[src/rtl/instr_encode_loader.sv]
// Packs instruction fields into 32-bit words and streams them into instruction
// memory through a 2-entry FIFO, starting at BASE_ADDR, one session at a time.
module instr_encode_loader #(
  parameter int ADDR_W    = 10,
  parameter int BASE_ADDR = 0
) (
  input  logic              clk,
  input  logic              rst_n,
  input  logic              start,
  input  logic              in_valid,
  output logic              in_ready,
  input  logic [3:0]        in_opcode,
  input  logic [4:0]        in_reg_a,
  input  logic [4:0]        in_reg_b,
  input  logic [4:0]        in_reg_d,
  input  logic [12:0]       in_offset,
  input  logic              in_last,
  output logic              mem_we,
  output logic [ADDR_W-1:0] mem_addr,
  output logic [31:0]       mem_wdata,
  input  logic              mem_gnt,
  output logic              busy,
  output logic              done,
  output logic              overflow,
  output logic [ADDR_W:0]   word_count
);

  localparam logic [ADDR_W:0]   CAPACITY = (ADDR_W+1)'((1 << ADDR_W) - BASE_ADDR);
  localparam logic [ADDR_W-1:0] BASE     = ADDR_W'(BASE_ADDR);
  localparam logic [ADDR_W-1:0] ADDR_TOP = {ADDR_W{1'b1}};

  typedef enum logic [1:0] {S_IDLE, S_LOAD, S_DRAIN, S_DONE} state_t;

  state_t            state_q, state_d;
  logic [31:0]       fifo_q [2];
  logic [31:0]       fifo_d [2];
  logic              rd_ptr_q, rd_ptr_d;
  logic              wr_ptr_q, wr_ptr_d;
  logic [1:0]        count_q, count_d;
  logic [ADDR_W-1:0] addr_q, addr_d;
  logic [ADDR_W:0]   wcount_q, wcount_d;
  logic [ADDR_W:0]   accepted_q, accepted_d;
  logic              overflow_q, overflow_d;

  logic [31:0] enc_word;
  logic        xfer, keep, push, pop;

  assign enc_word = {in_offset, in_reg_a, in_reg_b, in_reg_d, in_opcode};

  // Ready depends only on registered state, never on mem_gnt.
  assign in_ready = (state_q == S_LOAD) && (count_q != 2'd2);
  assign xfer     = in_valid && in_ready;
  assign keep     = xfer && (accepted_q != CAPACITY);
  assign push     = keep;
  assign pop      = (count_q != 2'd0) && mem_gnt;

  assign mem_we     = (count_q != 2'd0);
  assign mem_wdata  = mem_we ? fifo_q[rd_ptr_q] : 32'd0;
  assign mem_addr   = addr_q;
  assign busy       = (state_q == S_LOAD) || (state_q == S_DRAIN);
  assign done       = (state_q == S_DONE);
  assign overflow   = overflow_q;
  assign word_count = wcount_q;

  always_comb begin
    state_d    = state_q;
    fifo_d     = fifo_q;
    rd_ptr_d   = rd_ptr_q;
    wr_ptr_d   = wr_ptr_q;
    count_d    = count_q;
    addr_d     = addr_q;
    wcount_d   = wcount_q;
    accepted_d = accepted_q;
    overflow_d = overflow_q;

    if (push) begin
      fifo_d[wr_ptr_q] = enc_word;
      wr_ptr_d         = ~wr_ptr_q;
      accepted_d       = accepted_q + (ADDR_W+1)'(1);
    end
    if (xfer && !keep) begin
      overflow_d = 1'b1;
    end

    if (pop) begin
      rd_ptr_d = ~rd_ptr_q;
      wcount_d = wcount_q + (ADDR_W+1)'(1);
      // Saturate at the top of memory so the address never wraps back to zero.
      if (addr_q != ADDR_TOP) begin
        addr_d = addr_q + ADDR_W'(1);
      end
    end

    if (push && !pop) begin
      count_d = count_q + 2'd1;
    end else if (pop && !push) begin
      count_d = count_q - 2'd1;
    end

    case (state_q)
      S_IDLE: begin
        if (start) begin
          state_d    = S_LOAD;
          addr_d     = BASE;
          wcount_d   = '0;
          accepted_d = '0;
          overflow_d = 1'b0;
        end
      end
      S_LOAD: begin
        if (xfer && in_last) begin
          state_d = S_DRAIN;
        end
      end
      S_DRAIN: begin
        if (count_q == 2'd0) begin
          state_d = S_DONE;
        end
      end
      default: begin
        state_d = S_IDLE;
      end
    endcase
  end

  always_ff @(posedge clk or negedge rst_n) begin
    if (!rst_n) begin
      state_q    <= S_IDLE;
      for (int i = 0; i < 2; i++) begin
        fifo_q[i] <= '0;
      end
      rd_ptr_q   <= 1'b0;
      wr_ptr_q   <= 1'b0;
      count_q    <= 2'd0;
      addr_q     <= BASE;
      wcount_q   <= '0;
      accepted_q <= '0;
      overflow_q <= 1'b0;
    end else begin
      state_q    <= state_d;
      fifo_q     <= fifo_d;
      rd_ptr_q   <= rd_ptr_d;
      wr_ptr_q   <= wr_ptr_d;
      count_q    <= count_d;
      addr_q     <= addr_d;
      wcount_q   <= wcount_d;
      accepted_q <= accepted_d;
      overflow_q <= overflow_d;
    end
  end

endmodule

[config.mk]
export PLATFORM = sky130hd
export DESIGN_NAME = instr_encode_loader
export DESIGN_NICKNAME = d
export VERILOG_FILES = /design/src/rtl/instr_encode_loader.sv
export SDC_FILE = /design/constraint.sdc
export NUM_CORES = 1
export LEC_CHECK = 0
export CORE_MARGIN = 4
export CORE_UTILIZATION = 52
export CTS_CLUSTER_SIZE = 28
export DETAILED_ROUTE_END_ITERATION = 16
export PLACE_DENSITY = 0.8
export SLEW_MARGIN = 30
export SYNTH_ARGS = -nofsm -noshare
export SYNTH_HDL_FRONTEND = slang
export SYNTH_SLANG_ARGS = --single-unit
[constraint.sdc]
create_clock -name clk -period 2.6 [get_ports clk]
set_input_delay 0.78 -clock clk [delete_from_list [all_inputs] [get_ports clk]]
set_output_delay 0.78 -clock clk [all_outputs]
set_load 0.01 [all_outputs]
; Word-level counts from Yosys, hierarchy flattened
; Cells that the tools add are included.
; Widths: inputs -> output; s select.
[classes]
addsub = 5
n_mul = 0
n_div = 0
n_lt_le_gt_ge = 3
eq_ne = 9
shift = 0
n_mux = 26
bitwise = 4
n_reduce_logical = 17
[op_table]
columns = cell, n
row1 = $mux 32, 5
row2 = $mux 11, 6
row3 = $bwmux 64, 1
row4 = $mux 10, 4
row5 = $demux 32 s1, 1
row6 = $add 11x1->11 const B, 2
row7 = $ne 11x11->1 const B, 1
row8 = $add 10x1->10 const B, 1
row9 = $mux 2, 5
row10 = $ne 10x10->1 const B, 1
row11 = $logic_and 1x1->1, 9
row12 = $pmux 2 s3, 1
row13 = $eq 2x2->1 const B, 2
row14 = $ge 2x2->1 const B, 2
row15 = $logic_not 2->1, 2
row16 = $ne 2x1->1 const B, 2
row17 = $ne 2x2->1 const B, 2
row18 = $not 1->2, 2
row19 = $reduce_bool 2->1, 2
row20 = $mux 1, 3
row21 = $reduce_and 3->1, 1
row22 = $add 2x1->2 const B, 1
row23 = $eq 2x1->1 const B, 1
row24 = $logic_not 1->1, 2
row25 = other kinds (4), 5
[totals]
ff_bits = 103
latchBits = 0
ramBits = 0
mem_bits_ro = 0
input_bits = 38
output_inout_bits = 58
wordCells = 74
memories = 0

; Logic depth before layout (Yosys ltp)
[logic_depth]
ltp_word = 9
ltp_mapped = 9

; Worst setup path before layout
; Ideal clock, no wire load.
[synth_path]
path_type = register -> output
startpoint = register rd_ptr_q
endpoint = output port mem_wdata[22]
arrival_time_ns = 1.318
slack_ns = 0.502
stages_incl_launch_ff = 5
cell_sequence = dfrtp_1 > clkbuf_1 > buf_1 > mux2i_1 > nor2_1
[synth_via]
elab_chain_len = 5
[synth_rtl]
columns = item, line
row1 = from (decl), 37  ; logic rd_ptr_q, rd_ptr_d;
row2 = from (signal assigned), 142  ; rd_ptr_q <= rd_ptr_d;
row3 = $not 1->2 (implied by the code), 58  ; assign mem_wdata = mem_we ? fifo_q[rd_ptr_q] : 32'd0;
row4 = $mux 32 (implied by the code) (3 in series), 58
row5 = $mux 32, 58
row6 = to (decl), 20  ; output logic [31:0] mem_wdata,
; Every way passes these cells. The select of a mux whose other input is x is not followed.

; Worst setup path after layout
[layout_path]
startpoint = register rd_ptr_q
endpoint = output port mem_wdata[31]
; The elaborated chain is that of the path after synthesis.

==> metrics.cfg <==
[placement]
placedCellCount=641
dpl.hpwl_um=7800
dp_slack_ns=0.0771
globalplace.congestion=0.797
place_area_mm2=0.00627
port_buffers=95

[clocking]
cts.sinks=103
clk_latency_ns=0.36
cts_made_buffers=9
max-clock-path-buffers=2
path_clk_slew_ns=0.11
root_buffer=clkbuf_8
cts_tree=done
cts_max_level=3

[power]
ir_drop_mv=0.565
p_leak_nw=3.07
p_per_area_mw_per_mm2=1080
totalPowerFinal_mw=7.08

[logic_synthesis]
yosysTopAreaCell=dfrtp_1
async_flop_share=1.00
yosysSeqAreaShare=0.503
synth_warnings=0
synth.top_cell.area_share=0.503
avgSynthCellArea_um2=12.0
synth_area_mm2=0.00512
synth_fp_nets=474
syn_inst=426
synth_top_cells_by_area=dfrtp_1 50%, mux2_4 8.8%, mux2_2 7.5%, mux2i_1 6.6%, nor2_1 3.7%
synth_seq_cells=103
ys_top_cells_by_count=103 x dfrtp_1, 50 x nor2_1, 34 x mux2_2, 34 x mux2i_1, 30 x mux2_4
synth_flop_cell=dfrtp_1
synthMostInstantiatedCell=dfrtp_1
yosysUniqueCellTypes=48
synth_edf_count=0

[global_routing]
gr-usage-all-layers=0.200
grt_overflow=0
grt_start_max_net_pins=51
grt_pass1_wl_um=18500
grt_pass1_vias=3790
antenna_found_initial=0

[worst_setup_path]
worst_setup_path_start_kind=flop
max_stage_delay_ns=0.54
critPathLaunch=rd_ptr_q$_DFFE_PN0P_
worstPathCellList=buf_6 -> mux2i_1 -> nor2_1 -> clkdlybuf4s50_1
cp.depth=4
worstPathArrival_ns=1.77
r2r-end=count_q[1]$_DFFE_PN0P_
cp-end-kind=primary output
critPathTopFamily=buffers and inverters
worst-path-buf-inv=2
ff2ff_path_depth=8
path_class=reg -> out
r2r_start=accepted_q[0]$_DFF_PN0_
cp-endpoint=mem_wdata[31]
ff2ff_setup_slack_ns=0.56
slowest_stage=clkdlybuf4s50_1
cp_data_required_time_ns=1.82
cp_max_fo=10

[timing]
timing.final.crit_share=0.979
hold_slack_ns=0.408
min_period_ns=2.55
max_freq_ghz=0.393
setup_viol=0
finalMaxSlewViolations=0
tightest_slew_ns=0.612
hold_violations=0
setup_ws_ns=0.0548
fin_tns_setup_ns=0
relSlewSlack=0.592
final.setup_skew_ns=0.0145

[route]
highest-signal-layer=met4
post-route-drc-count=0
routed_via_density=5.46
wl_per_cell_um=17.0
wl_met3_um=621
wl_met2_um=5390
routed_wl_um=11300
via_count=3625
drt_iter0_drc=202
postRouteAntennaNets=0
drt-met1-wl_um=5230
dr.pass1.iters=6

[floorplanning]
start_util=0.544
die-area_mm2=0.0115
fp.coreArea_mm2=0.00942
die_y_um=107
fp.dieW_um=107
fp-row-count=35
ios=96

[finish]
final_util=0.697
drive_gt1_frac=0.217
final_cells=664
area_growth_pct=28.1
final_area_mm2=0.00657
antenna-diode-count=0
final_nets=578

[outcome]
run_status=finished clean

[flow_run]
cap_viol_max_count=0

[hold_path]
hp-class=in -> async

cell families (layout without fill, tap and decap cells):
logic type	Yosys count	in the layout	share of synthesized area
adder cells (fa/ha/maj)	10	10	0.0244
multiplexers	99	99	0.231
buffers and inverters	33	142	0.0386
AO/OA/AOI/OAI	45	45	0.0562
XOR/XNOR	16	16	0.0274
AND/OR/NAND/NOR	120	120	0.119
flip-flops	103	103	0.503
flip-flops by register name, indices dropped and copies added (netlist names), 2 cells and up:
name and flops:
accepted_q 11, state_q 2, fifo_q 64, mem_addr 10, count_q 2, word_count 11
layout make-up:
cell class              instances  area (um^2)
fillers                       700         2850
flip-flops and latches        103         2580
multi-input cells             290         2360
repair buffers                115         1230
well taps                     129          161
clock buffers                  10          138
clock inverters                 6         52.6
inverters                      11         41.3
worst reg2reg max path: cells and delay by family (launching register included):
| kind | cells | cell delay (ns) |
|---|---|---|
| AND/OR/NAND/NOR | 4 | 0.84 |
| adder cells (fa/ha/maj) | 2 | 0.47 |
| flip-flops | 1 | 0.42 |
| XOR/XNOR | 1 | 0.14 |
| buffers and inverters | 1 | 0.09 |
power breakdown:
| group | switching [mW] | internal [mW] |
|---|---|---|
| Sequential | 0.440 | 2.22 |
| Combinational | 1.48 | 1.99 |
| Clock | 0.574 | 0.389 |
| Total | 2.49 | 4.59 |
cell usage in the layout (no fill, tap or decap), types with 3 or more instances in the layout:
cell type        count
dlygate4sd2_1       14
or4_1                6
xor2_1               7
nor2b_1              3
and2_1               4
nand3_1             10
xnor2_1              9
buf_4               12
mux2_4              30
nor2_1              49
clkinv_4             4
ha_1                10
buf_12               7
or3_1                6
clkbuf_8            10
nor3_1               5
nand2_1             12
o31ai_1              6
mux2_2              34
nand4_1             10
a21oi_1             17
o21ai_0              9
clkdlybuf4s50_1     65
dfrtp_2              3
dlymetal6s2s_1      15
dfrtp_1            100
mux2i_1             34
nor4_1               4
inv_1               10
timing repair:
| action | in CTS | in global routing |
|---|---|---|
| setup buffers | 2 | 4 |
| hold buffers | 0 | 0 |
| setup endpoints to repair | 30 | 20 |
| resized for setup | 17 | 16 |
| pin swaps | 0 | 1 |
| cloned | 0 | 1 |
worst min-delay path by stage:
stage / from / endpoint / slack (ns) / depth (start not counted)
6_report: rst_n / fifo_q[37]$_DFFE_PN0P_ / 0.41 / 1
3_3_place_gp: fifo_q[39]$_DFFE_PN0P_ / fifo_q[39]$_DFFE_PN0P_ / 0.47 / 1
2_1_floorplan: fifo_q[39]$_DFFE_PN0P_ / fifo_q[39]$_DFFE_PN0P_ / 0.46 / 1
4_1_cts: rst_n / fifo_q[5]$_DFFE_PN0P_ / 0.42 / 1
5_1_grt: rst_n / fifo_q[4]$_DFFE_PN0P_ / 0.44 / 1
3_5_place_dp: fifo_q[39]$_DFFE_PN0P_ / fifo_q[39]$_DFFE_PN0P_ / 0.48 / 1
per-layer routing:
metal / vias up / track usage
met1: 1798 / 0.279
met2: 101 / 0.314
met3: 6 / 0.0468
met4: 0 / 0.0530
met5: - / 0
li1: 1720 / -
Note: power is estimated with default switching activity, not from simulation.
